==> config.mk <==
export PLATFORM = sky130hd
export DESIGN_NAME = multicycle_controller_flat
export DESIGN_NICKNAME = d
export VERILOG_FILES = /design/src/rtl/riscv_ctrl_pkg.sv /design/src/rtl/multicycle_controller_if.sv /design/src/rtl/multicycle_controller_alu_decoder.sv /design/src/rtl/multicycle_controller.sv /design/src/flat_wrapper.sv
export SDC_FILE = /design/constraint.sdc
export NUM_CORES = 1
export LEC_CHECK = 0
export BUFFER_PORTS_ARGS = -buffer_cell sky130_fd_sc_hd__buf_2
export CORE_ASPECT_RATIO = 0.8
export CORE_UTILIZATION = 38
export CTS_CLUSTER_DIAMETER = 100
export DETAILED_ROUTE_END_ITERATION = 8
export PLACE_DENSITY = 0.76
export SLEW_MARGIN = 30
export SYNTH_ARGS = -nofsm -noshare
export SYNTH_HDL_FRONTEND = slang
export SYNTH_SLANG_ARGS = --single-unit
==> constraint.sdc <==
create_clock -name clk -period 1.7 [get_ports clk]
set_input_delay 0.17 -clock clk [delete_from_list [all_inputs] [get_ports clk]]
set_output_delay 0.17 -clock clk [all_outputs]
set_load 0.05 [all_outputs]
==> src/rtl/riscv_ctrl_pkg.sv <==
// Shared types and encodings for the multicycle RISC-V controller:
// FSM states, ALU operation codes, opcodes, immediate formats and mux selects.
package riscv_ctrl_pkg;

  typedef enum logic [3:0] {
    S_FETCH,
    S_DECODE,
    S_MEMADR,
    S_MEMREAD,
    S_MEMWB,
    S_MEMWRITE,
    S_EXECR,
    S_EXECI,
    S_ALUWB,
    S_BRANCH,
    S_JAL,
    S_FAULT
  } state_e;

  typedef enum logic [2:0] {
    ALU_ADD = 3'b000,
    ALU_SUB = 3'b001,
    ALU_AND = 3'b010,
    ALU_OR  = 3'b011,
    ALU_XOR = 3'b100,
    ALU_SLT = 3'b101,
    ALU_SLL = 3'b110,
    ALU_SRL = 3'b111
  } alu_ctrl_e;

  localparam logic [6:0] OP_LOAD   = 7'b0000011;
  localparam logic [6:0] OP_STORE  = 7'b0100011;
  localparam logic [6:0] OP_RTYPE  = 7'b0110011;
  localparam logic [6:0] OP_ITYPE  = 7'b0010011;
  localparam logic [6:0] OP_BRANCH = 7'b1100011;
  localparam logic [6:0] OP_JAL    = 7'b1101111;

  localparam logic [1:0] IMM_I = 2'b00;
  localparam logic [1:0] IMM_S = 2'b01;
  localparam logic [1:0] IMM_B = 2'b10;
  localparam logic [1:0] IMM_J = 2'b11;

  localparam logic [1:0] SRC_A_PC    = 2'b00;
  localparam logic [1:0] SRC_A_OLDPC = 2'b01;
  localparam logic [1:0] SRC_A_REG   = 2'b10;

  localparam logic [1:0] SRC_B_REG  = 2'b00;
  localparam logic [1:0] SRC_B_IMM  = 2'b01;
  localparam logic [1:0] SRC_B_FOUR = 2'b10;

  localparam logic [1:0] RES_ALUOUT    = 2'b00;
  localparam logic [1:0] RES_DATA      = 2'b01;
  localparam logic [1:0] RES_ALURESULT = 2'b10;

  // Everything the controller drives toward the datapath, except ImmSrc.
  typedef struct packed {
    logic      pc_write;
    logic      ir_write;
    logic      adr_src;
    logic      mem_write;
    logic      reg_write;
    logic [1:0] result_src;
    logic [1:0] alu_src_a;
    logic [1:0] alu_src_b;
    alu_ctrl_e alu_control;
    logic      fault;
  } ctrl_t;

  function automatic logic [1:0] imm_src_of(input logic [6:0] op);
    case (op)
      OP_STORE:  return IMM_S;
      OP_BRANCH: return IMM_B;
      OP_JAL:    return IMM_J;
      default:   return IMM_I;
    endcase
  endfunction

endpackage

==> src/rtl/multicycle_controller_if.sv <==
// Controller <-> datapath bundle: instruction/status in, enables and selects out.
interface multicycle_controller_if;

  logic [31:0] Instr;
  logic        Zero;
  logic        MemReady;

  logic        PCWrite;
  logic        IRWrite;
  logic        AdrSrc;
  logic        MemWrite;
  logic        RegWrite;
  logic [1:0]  ResultSrc;
  logic [1:0]  ALUSrcA;
  logic [1:0]  ALUSrcB;
  logic [1:0]  ImmSrc;
  logic [2:0]  ALUControl;
  logic        Fault;

  modport master (
    input  Instr, Zero, MemReady,
    output PCWrite, IRWrite, AdrSrc, MemWrite, RegWrite,
    output ResultSrc, ALUSrcA, ALUSrcB, ImmSrc, ALUControl, Fault
  );

  modport slave (
    output Instr, Zero, MemReady,
    input  PCWrite, IRWrite, AdrSrc, MemWrite, RegWrite,
    input  ResultSrc, ALUSrcA, ALUSrcB, ImmSrc, ALUControl, Fault
  );

endinterface

==> src/rtl/multicycle_controller_alu_decoder.sv <==
// ALU operation decode for register and immediate arithmetic instructions.
module alu_decoder
  import riscv_ctrl_pkg::*;
(
  input  logic [2:0] funct3,
  input  logic       funct7b5,
  input  logic       is_rtype,
  output alu_ctrl_e  alu_control_c
);

  always_comb begin
    alu_control_c = ALU_ADD;
    case (funct3)
      // Only register-register form can encode subtract; addi ignores bit 30.
      3'b000:  alu_control_c = (is_rtype && funct7b5) ? ALU_SUB : ALU_ADD;
      3'b001:  alu_control_c = ALU_SLL;
      3'b010:  alu_control_c = ALU_SLT;
      3'b100:  alu_control_c = ALU_XOR;
      3'b101:  alu_control_c = ALU_SRL;
      3'b110:  alu_control_c = ALU_OR;
      3'b111:  alu_control_c = ALU_AND;
      default: alu_control_c = ALU_ADD;
    endcase
  end

endmodule

==> src/rtl/multicycle_controller.sv <==
// Multicycle RISC-V control FSM with a bounded memory-wait counter and a
// sticky FAULT state for unknown opcodes or memory timeouts.
module multicycle_controller
  import riscv_ctrl_pkg::*;
#(
  parameter int unsigned MEM_WAIT_MAX = 15
) (
  input logic                     clk,
  input logic                     rst_n,
  multicycle_controller_if.master bus
);

  localparam int unsigned CNT_W = (MEM_WAIT_MAX < 1) ? 1 : $clog2(MEM_WAIT_MAX + 1);

  state_e           state_q, state_d;
  logic [CNT_W-1:0] wait_q, wait_d;
  logic             wait_expired;
  logic [6:0]       op;
  logic [2:0]       funct3;
  logic             funct7b5;
  alu_ctrl_e        dec_alu;
  ctrl_t            ctrl;
  logic             unused_instr_bits;

  assign op       = bus.Instr[6:0];
  assign funct3   = bus.Instr[14:12];
  assign funct7b5 = bus.Instr[30];
  assign unused_instr_bits = ^{bus.Instr[31], bus.Instr[29:15], bus.Instr[11:7]};

  alu_decoder u_alu_decoder (
    .funct3        (funct3),
    .funct7b5      (funct7b5),
    .is_rtype      (state_q == S_EXECR),
    .alu_control_c (dec_alu)
  );

  always_ff @(posedge clk or negedge rst_n) begin
    if (!rst_n) begin
      state_q <= S_FETCH;
      wait_q  <= '0;
    end else begin
      state_q <= state_d;
      wait_q  <= wait_d;
    end
  end

  // Next state; the wait counter only survives while a memory state keeps waiting.
  always_comb begin
    state_d      = state_q;
    wait_d       = '0;
    wait_expired = (wait_q == CNT_W'(MEM_WAIT_MAX));
    case (state_q)
      S_FETCH, S_MEMREAD, S_MEMWRITE: begin
        if (bus.MemReady) begin
          case (state_q)
            S_FETCH:   state_d = S_DECODE;
            S_MEMREAD: state_d = S_MEMWB;
            default:   state_d = S_FETCH;
          endcase
        end else if (wait_expired) begin
          state_d = S_FAULT;
        end else begin
          wait_d = wait_q + CNT_W'(1);
        end
      end
      S_DECODE: begin
        case (op)
          OP_LOAD, OP_STORE: state_d = S_MEMADR;
          OP_RTYPE:          state_d = S_EXECR;
          OP_ITYPE:          state_d = S_EXECI;
          OP_BRANCH:         state_d = S_BRANCH;
          OP_JAL:            state_d = S_JAL;
          default:           state_d = S_FAULT;
        endcase
      end
      S_MEMADR: begin
        if (op == OP_LOAD)       state_d = S_MEMREAD;
        else if (op == OP_STORE) state_d = S_MEMWRITE;
        else                     state_d = S_FAULT;
      end
      S_MEMWB, S_ALUWB, S_BRANCH: state_d = S_FETCH;
      S_EXECR, S_EXECI, S_JAL:    state_d = S_ALUWB;
      S_FAULT:                    state_d = S_FAULT;
      default:                    state_d = S_FAULT;
    endcase
  end

  // Moore decode; FETCH and BRANCH also qualify PCWrite on MemReady / Zero.
  always_comb begin
    ctrl = '0;
    case (state_q)
      S_FETCH: begin
        ctrl.pc_write   = bus.MemReady;
        ctrl.ir_write   = bus.MemReady;
        ctrl.alu_src_a  = SRC_A_PC;
        ctrl.alu_src_b  = SRC_B_FOUR;
        ctrl.result_src = RES_ALURESULT;
      end
      S_DECODE: begin
        ctrl.alu_src_a = SRC_A_OLDPC;
        ctrl.alu_src_b = SRC_B_IMM;
      end
      S_MEMADR: begin
        ctrl.alu_src_a = SRC_A_REG;
        ctrl.alu_src_b = SRC_B_IMM;
      end
      S_MEMREAD: begin
        ctrl.adr_src    = 1'b1;
        ctrl.result_src = RES_ALUOUT;
      end
      S_MEMWRITE: begin
        ctrl.adr_src    = 1'b1;
        ctrl.result_src = RES_ALUOUT;
        ctrl.mem_write  = 1'b1;
      end
      S_MEMWB: begin
        ctrl.result_src = RES_DATA;
        ctrl.reg_write  = 1'b1;
      end
      S_EXECR: begin
        ctrl.alu_src_a   = SRC_A_REG;
        ctrl.alu_src_b   = SRC_B_REG;
        ctrl.alu_control = dec_alu;
      end
      S_EXECI: begin
        ctrl.alu_src_a   = SRC_A_REG;
        ctrl.alu_src_b   = SRC_B_IMM;
        ctrl.alu_control = dec_alu;
      end
      S_ALUWB: begin
        ctrl.result_src = RES_ALUOUT;
        ctrl.reg_write  = 1'b1;
      end
      S_BRANCH: begin
        ctrl.alu_src_a   = SRC_A_REG;
        ctrl.alu_src_b   = SRC_B_REG;
        ctrl.alu_control = ALU_SUB;
        ctrl.result_src  = RES_ALUOUT;
        ctrl.pc_write    = bus.Zero ^ funct3[0];
      end
      S_JAL: begin
        ctrl.alu_src_a  = SRC_A_OLDPC;
        ctrl.alu_src_b  = SRC_B_FOUR;
        ctrl.result_src = RES_ALUOUT;
        ctrl.pc_write   = 1'b1;
      end
      S_FAULT: ctrl.fault = 1'b1;
      default: ctrl = '0;
    endcase
  end

  // Enables are masked while reset is held so an aborted access writes nothing.
  assign bus.PCWrite    = ctrl.pc_write  & rst_n;
  assign bus.IRWrite    = ctrl.ir_write  & rst_n;
  assign bus.MemWrite   = ctrl.mem_write & rst_n;
  assign bus.RegWrite   = ctrl.reg_write & rst_n;
  assign bus.AdrSrc     = ctrl.adr_src;
  assign bus.ResultSrc  = ctrl.result_src;
  assign bus.ALUSrcA    = ctrl.alu_src_a;
  assign bus.ALUSrcB    = ctrl.alu_src_b;
  assign bus.ALUControl = ctrl.alu_control;
  assign bus.Fault      = ctrl.fault;
  assign bus.ImmSrc     = imm_src_of(op);

endmodule

==> src/flat_wrapper.sv <==
// flat-port wrapper written by rule: the top's interface ports become plain ports
module multicycle_controller_flat import riscv_ctrl_pkg::*;
#(
  parameter int unsigned MEM_WAIT_MAX = 15
)
  (clk, rst_n, bus_Instr, bus_Zero, bus_MemReady, bus_PCWrite, bus_IRWrite, bus_AdrSrc, bus_MemWrite, bus_RegWrite, bus_ResultSrc, bus_ALUSrcA, bus_ALUSrcB, bus_ImmSrc, bus_ALUControl, bus_Fault);
  multicycle_controller_if bus_i ();
  input logic clk;
  input logic rst_n;
  input wire logic [$bits(bus_i.Instr)-1:0] bus_Instr;
  input wire logic [$bits(bus_i.Zero)-1:0] bus_Zero;
  input wire logic [$bits(bus_i.MemReady)-1:0] bus_MemReady;
  output wire logic [$bits(bus_i.PCWrite)-1:0] bus_PCWrite;
  output wire logic [$bits(bus_i.IRWrite)-1:0] bus_IRWrite;
  output wire logic [$bits(bus_i.AdrSrc)-1:0] bus_AdrSrc;
  output wire logic [$bits(bus_i.MemWrite)-1:0] bus_MemWrite;
  output wire logic [$bits(bus_i.RegWrite)-1:0] bus_RegWrite;
  output wire logic [$bits(bus_i.ResultSrc)-1:0] bus_ResultSrc;
  output wire logic [$bits(bus_i.ALUSrcA)-1:0] bus_ALUSrcA;
  output wire logic [$bits(bus_i.ALUSrcB)-1:0] bus_ALUSrcB;
  output wire logic [$bits(bus_i.ImmSrc)-1:0] bus_ImmSrc;
  output wire logic [$bits(bus_i.ALUControl)-1:0] bus_ALUControl;
  output wire logic [$bits(bus_i.Fault)-1:0] bus_Fault;
  assign bus_i.Instr = bus_Instr;
  assign bus_i.Zero = bus_Zero;
  assign bus_i.MemReady = bus_MemReady;
  assign bus_PCWrite = bus_i.PCWrite;
  assign bus_IRWrite = bus_i.IRWrite;
  assign bus_AdrSrc = bus_i.AdrSrc;
  assign bus_MemWrite = bus_i.MemWrite;
  assign bus_RegWrite = bus_i.RegWrite;
  assign bus_ResultSrc = bus_i.ResultSrc;
  assign bus_ALUSrcA = bus_i.ALUSrcA;
  assign bus_ALUSrcB = bus_i.ALUSrcB;
  assign bus_ImmSrc = bus_i.ImmSrc;
  assign bus_ALUControl = bus_i.ALUControl;
  assign bus_Fault = bus_i.Fault;
  multicycle_controller #(.MEM_WAIT_MAX(MEM_WAIT_MAX)) u_core (.clk(clk), .rst_n(rst_n), .bus(bus_i));
endmodule
Word level (Yosys, flattened, before mapping)
Cells that the tools add are included.

$add $sub $neg: 1. Reduce and logical (&&, ||, !) cells: 12. Multiplexer cells: 22. Equal/unequal tests: 25. Bitwise logic cells: 5.

Operator list (number): case mux 4 bit (5 select lines) (3); two-way mux 4 bit (7); case mux 3 bit (7 select lines) (1); == test 4 bit (second input constant) (5); == test 4 x 3 -> 1 bit (second input constant) (4); == test 7 x 6 -> 1 bit (second input constant) (2); == test 7 bit (second input constant) (2); == test 3 bit (second input constant) (4); case mux 3 bit (2 select lines) (2); OR reduction 2 bit (6); OR reduction 3 bit (3); == test 4 x 2 -> 1 bit (second input constant) (2); == test 7 x 2 -> 1 bit (second input constant) (1); == test 7 x 5 -> 1 bit (second input constant) (1); two-way mux 1 bit (6); case mux 2 bit (3 select lines) (1); adder 4 x 1 -> 4 bit (second input constant) (1); AND 1 bit (4); == test 4 x 1 -> 1 bit (second input constant) (1); zero test 4 bit (1); case mux 2 bit (2 select lines) (1); == test 3 x 1 -> 1 bit (second input constant) (1); == test 3 x 2 -> 1 bit (second input constant) (1); zero test 3 bit (1); 4 further kinds (4).

Output and inout port bits: 17. Flip-flop bits (word level): 8. Word-level logic and storage cells: 67. Input port bits: 36.

Logic depth before layout (Yosys ltp)
Word-level depth: 5. Depth in mapped cells: 6. Gate-level depth less buffers: 4.

By module
A second synthesis with hierarchy kept.

Cells, all modules: 118. Area total of the unflattened synthesis: 858.3 um2.

By module, submodules not included: multicycle_controller (area each 804.5 um2, times used 1, cells each 111, seq. area each 200.2 um2); alu_decoder (area each 53.8 um2, times used 1, cells each 7, seq. area each 0.0 um2).

Least setup slack after synthesis
OpenSTA, ideal clock, no wires.

Path type: reg2out. Start: register u_core.state_q[1]. End: output bus_ResultSrc[1]. Buffers on the path: 2. Arrival: 2.234 ns. Cell stages (with the launch flop): 4. Required time: 1.530 ns. Slack: -0.704 ns. Cells stage by stage: dfrtp_1 > buf_2 > clkbuf_1 > nor4_1.

Word-level cells in the longest chain between the ends: 2. Elaborated cells on any way between the ends: 3. Those cells by class: 1 x eq/ne; 1 x mux; 1 x reduce/logical.

Ends and longest elaborated chain: start, declared (line multicycle_controller.sv:15) `state_e state_q, state_d;`; start signal, assigned (line multicycle_controller.sv:42) `state_q <= state_d;`; == test 4 x 3 -> 1 bit / zero test 4 bit (equally long branches) (line multicycle_controller.sv:91) `case (state_q)`; case mux 2 bit (2 select lines) * (line multicycle_controller.sv:91); end, declared (line flat_wrapper.sv:18) `output wire logic [$bits(bus_i.ResultSrc)-1:0] bus_ResultSrc;`.

Mark *: on every way between the ends. The rest lies on a longest branch, timed or not.

Final worst setup path
Start: register u_core.state_q[2]. End: register u_core.state_q[1].

Word-level cells in the longest chain between the ends: 3. Elaborated cells on any way between the ends: 16. Those cells by class: 11 x eq/ne; 1 x mux; 4 x reduce/logical.

Ends and longest elaborated chain: == test 4 x 3 -> 1 bit, or another cell as far along (line multicycle_controller.sv:52) `case (state_q)`; OR reduction 3 bit (line multicycle_controller.sv:52); case mux 4 bit (5 select lines) / != test 3 x 2 -> 1 bit (equally long branches).

Several ways; a longest one is shown, not always the timed one. A chain may end at the register's enable or synchronous reset.

==> run_results.csv <==
group,metric,value,unit
outcome,status,"finished, violations left",
outcome,violations,"negative setup slack",
clock_network,htree_num_levels,1,
floorplanning,io_pins,53,
clock_network,cts_buffer_depth,2,
timing,setup_viol,6,
power_and_ir_drop,ir_drop,1360,uV
setup_path,slowest_delay,0.47,ns
finish,nets,204,
synth,synthCells,116,
setup_path,cp_max_fo,5,
synth,ys_seq_elements,8,
finish,final_cell_mix,"buf_4, buf_2, buf_6",
setup_path,cp.required,1.85,ns
synth,syn_area,841,sq um
setup_path,critPathTopFamily,"simple AND/OR/NAND/NOR gates",
global_routing,grt.total_usage,24.4,%
synth,synth_edf_count,0,
timing,layout_setup_ws,-0.0626,ns
timing,clock-skew-final,0.00151,ns
clock_network,cts_root_buffer,"clkbuf_4",
timing,slew_violations,0,
setup_path,cp.arrival,1.91,ns
synth,synth_top_cell_by_area,"dfrtp_1",
min_path,min_from,"bus_MemReady",
detailed_routing,drtIter0Drc,22,
global_routing,grt_pass1_wl,4.15,mm
floorplanning,die_w,54.6,um
global_routing,first_global_vias,961,
setup_path,r2r_start,"u_core.state_q[2]",
detailed_routing,wire_per_inst,15.3,um
synth,avgSynthCellArea,7.25,sq um
setup_path,path_class,"flip-flop to flip-flop",
synth,yosys.area.top_type_share,23.8,%
synth,yosys_most_used_dff,"dfrtp_1",
timing,max_slew_margin,78.7,%
finish,antennaDiodeCount,0,
synth,synth_cell_types,40,
clock_network,clk_latency,0.26,ns
finish,final_core_util,70.9,%
place,gp_congestion,0.813,
floorplanning,floorplan.initialDensity,42.5,%
min_path,min_path_type,"input port to flip-flop",
timing,max_freq,567,MHz
timing,rsz0062_at_grt,"true",
floorplanning,dieArea,0.00241,sq mm
power_and_ir_drop,total_power,2.84,mW
floorplanning,die_height,44.1,um
synth,yosysWarnings,0,
setup_path,critPathLaunchType,"flip-flop",
detailed_routing,ant_nets,0,
floorplanning,core_area,0.00198,sq mm
power_and_ir_drop,leakage,0.641,nW
synth,synthArstFlopShare,100,%
global_routing,grt_max_degree,13,
timing,min_period,1.76,ns
timing,worst_pin_slew,0.316,ns
synth,synth_area_leaders,"dfrtp_1, nor2_1, nor2b_1",
timing,fin_tns_setup,-0.127,ns
detailed_routing,finalWirelength,2.89,mm
finish,final_common_cell,"buf_4",
timing,finalCritPeriodShare,104,%
place,hpwlAfterDp,1.80,mm
clock_network,cts.sinks,8,
detailed_routing,viasPerCell,5.71,
synth,seq_area_frac_synth,23.8,%
timing,hold_viol,0,
clock_network,numCtsBuffers,3,
clock_network,cts.clk_slew.worst_paths,0.05,ns
synth,synth_fp_nets,153,
global_routing,grt_overflow_total,0,
finish,syn_to_final_growth,67.0,%
detailed_routing,dr.pass1.iters,4,
setup_path,cp_slowest_cell,"or4_4",
place,dp_slack,-0.0737,ns
setup_path,endpoint_kind,"flip-flop",
clock_network,cts_tree,"yes",
place,io_buffer_count,31,
power_and_ir_drop,p_per_area,2020,mW/mm^2
setup_path,cp-startpoint,"u_core.state_q[2]",
setup_path,path_cells,"or3_1, o21a_1, or4_4, o22a_1",
floorplanning,row_count,14,
global_routing,antenna_found_initial,0,
setup_path,cp_num_buf_inv,0,
flow_run,cap_violations,0,
timing,whs,0.217,ns
detailed_routing,via_count,1079,
detailed_routing,route.detailed.drc,0,
finish,layout-drive-gt1-share,53.3,%
-- area by class of cell --
cell class / count / area, sq um
Sequential cell: 8 / 201
Clock buffer: 3 / 22.5
Inverter: 4 / 15.0
Multi-Input combinational cell: 94 / 711
Fill cell: 152 / 576
Timing Repair Buffer: 56 / 424
Tap cell: 24 / 30.0
-- logic make-up (layout without fill, tap and decap cells) --
family	Yosys count	count (layout)	synth area share [%]
AO/OA/AOI/OAI	25	25	20.5
XOR/XNOR	7	7	7.29
adder cells (fa/ha/maj)	1	1	1.49
buffers and inverters	14	63	7.59
flip-flops	8	8	23.8
multiplexers	1	1	1.19
AND/OR/NAND/NOR	60	60	38.1
-- repair_timing --
action	4_1_cts	5_1_grt
pin swaps	0	2
endpoints found under the hold margin	8	0
cloned	0	1
gates resized for setup	21	31
hold buffers	1	0
buffers inserted	6	1
setup endpoints to repair	13	16
-- cell usage after synthesis, drive strengths merged, types with 4 or more instances --
library cell / number
clkbuf: 5
o21ai: 5
nor2b: 6
inv: 4
nand2: 7
buf: 5
nand3: 5
nor3: 5
a21oi: 4
nor2: 17
dfrtp: 8
xnor2: 4
-- where the power goes --
group | internal (mW) | switching [mW]
Sequential | 0.252 | 0.0727
Combinational | 1.03 | 1.34
Clock | 0.0810 | 0.0677
-- state kept, by name, indices dropped and copies added (netlist names) --
register,flops
u_core.state_q,4
u_core.wait_q,4
-- through the flow --
step,cells,area [sq um]
2_1_floorplan,116,908
3_3_place_gp,177,1150
3_5_place_dp,177,1150
4_1_cts,187,1290
5_1_grt,189,1400
6_report,189,1400
-- final timing paths --
| path | slack, ns | to | depth (start not counted) |
|---|---|---|---|
| max in group asynchronous | 1.20 | u_core.state_q[3] | 2 |
| worst min register to register | 0.54 | u_core.wait_q[0] | 2 |
| worst min-delay path | 0.22 | u_core.wait_q[2] | 2 |
| worst max register to register | -0.06 | u_core.state_q[1] | 4 |
| min in group asynchronous | 0.30 | u_core.wait_q[1] | 2 |
| worst max-delay path | -0.06 | u_core.state_q[1] | 4 |
-- per-layer routing --
metal / routed length, um / track usage [%] / up-vias
met5: 0 / 0 / -
met4: 71 / 7.69 / 0
met3: 142 / 4.12 / 8
met2: 1470 / 43.6 / 42
met1: 1210 / 29.0 / 513
li1: - / - / 516
Note: power is estimated with default switching activity, not from simulation.
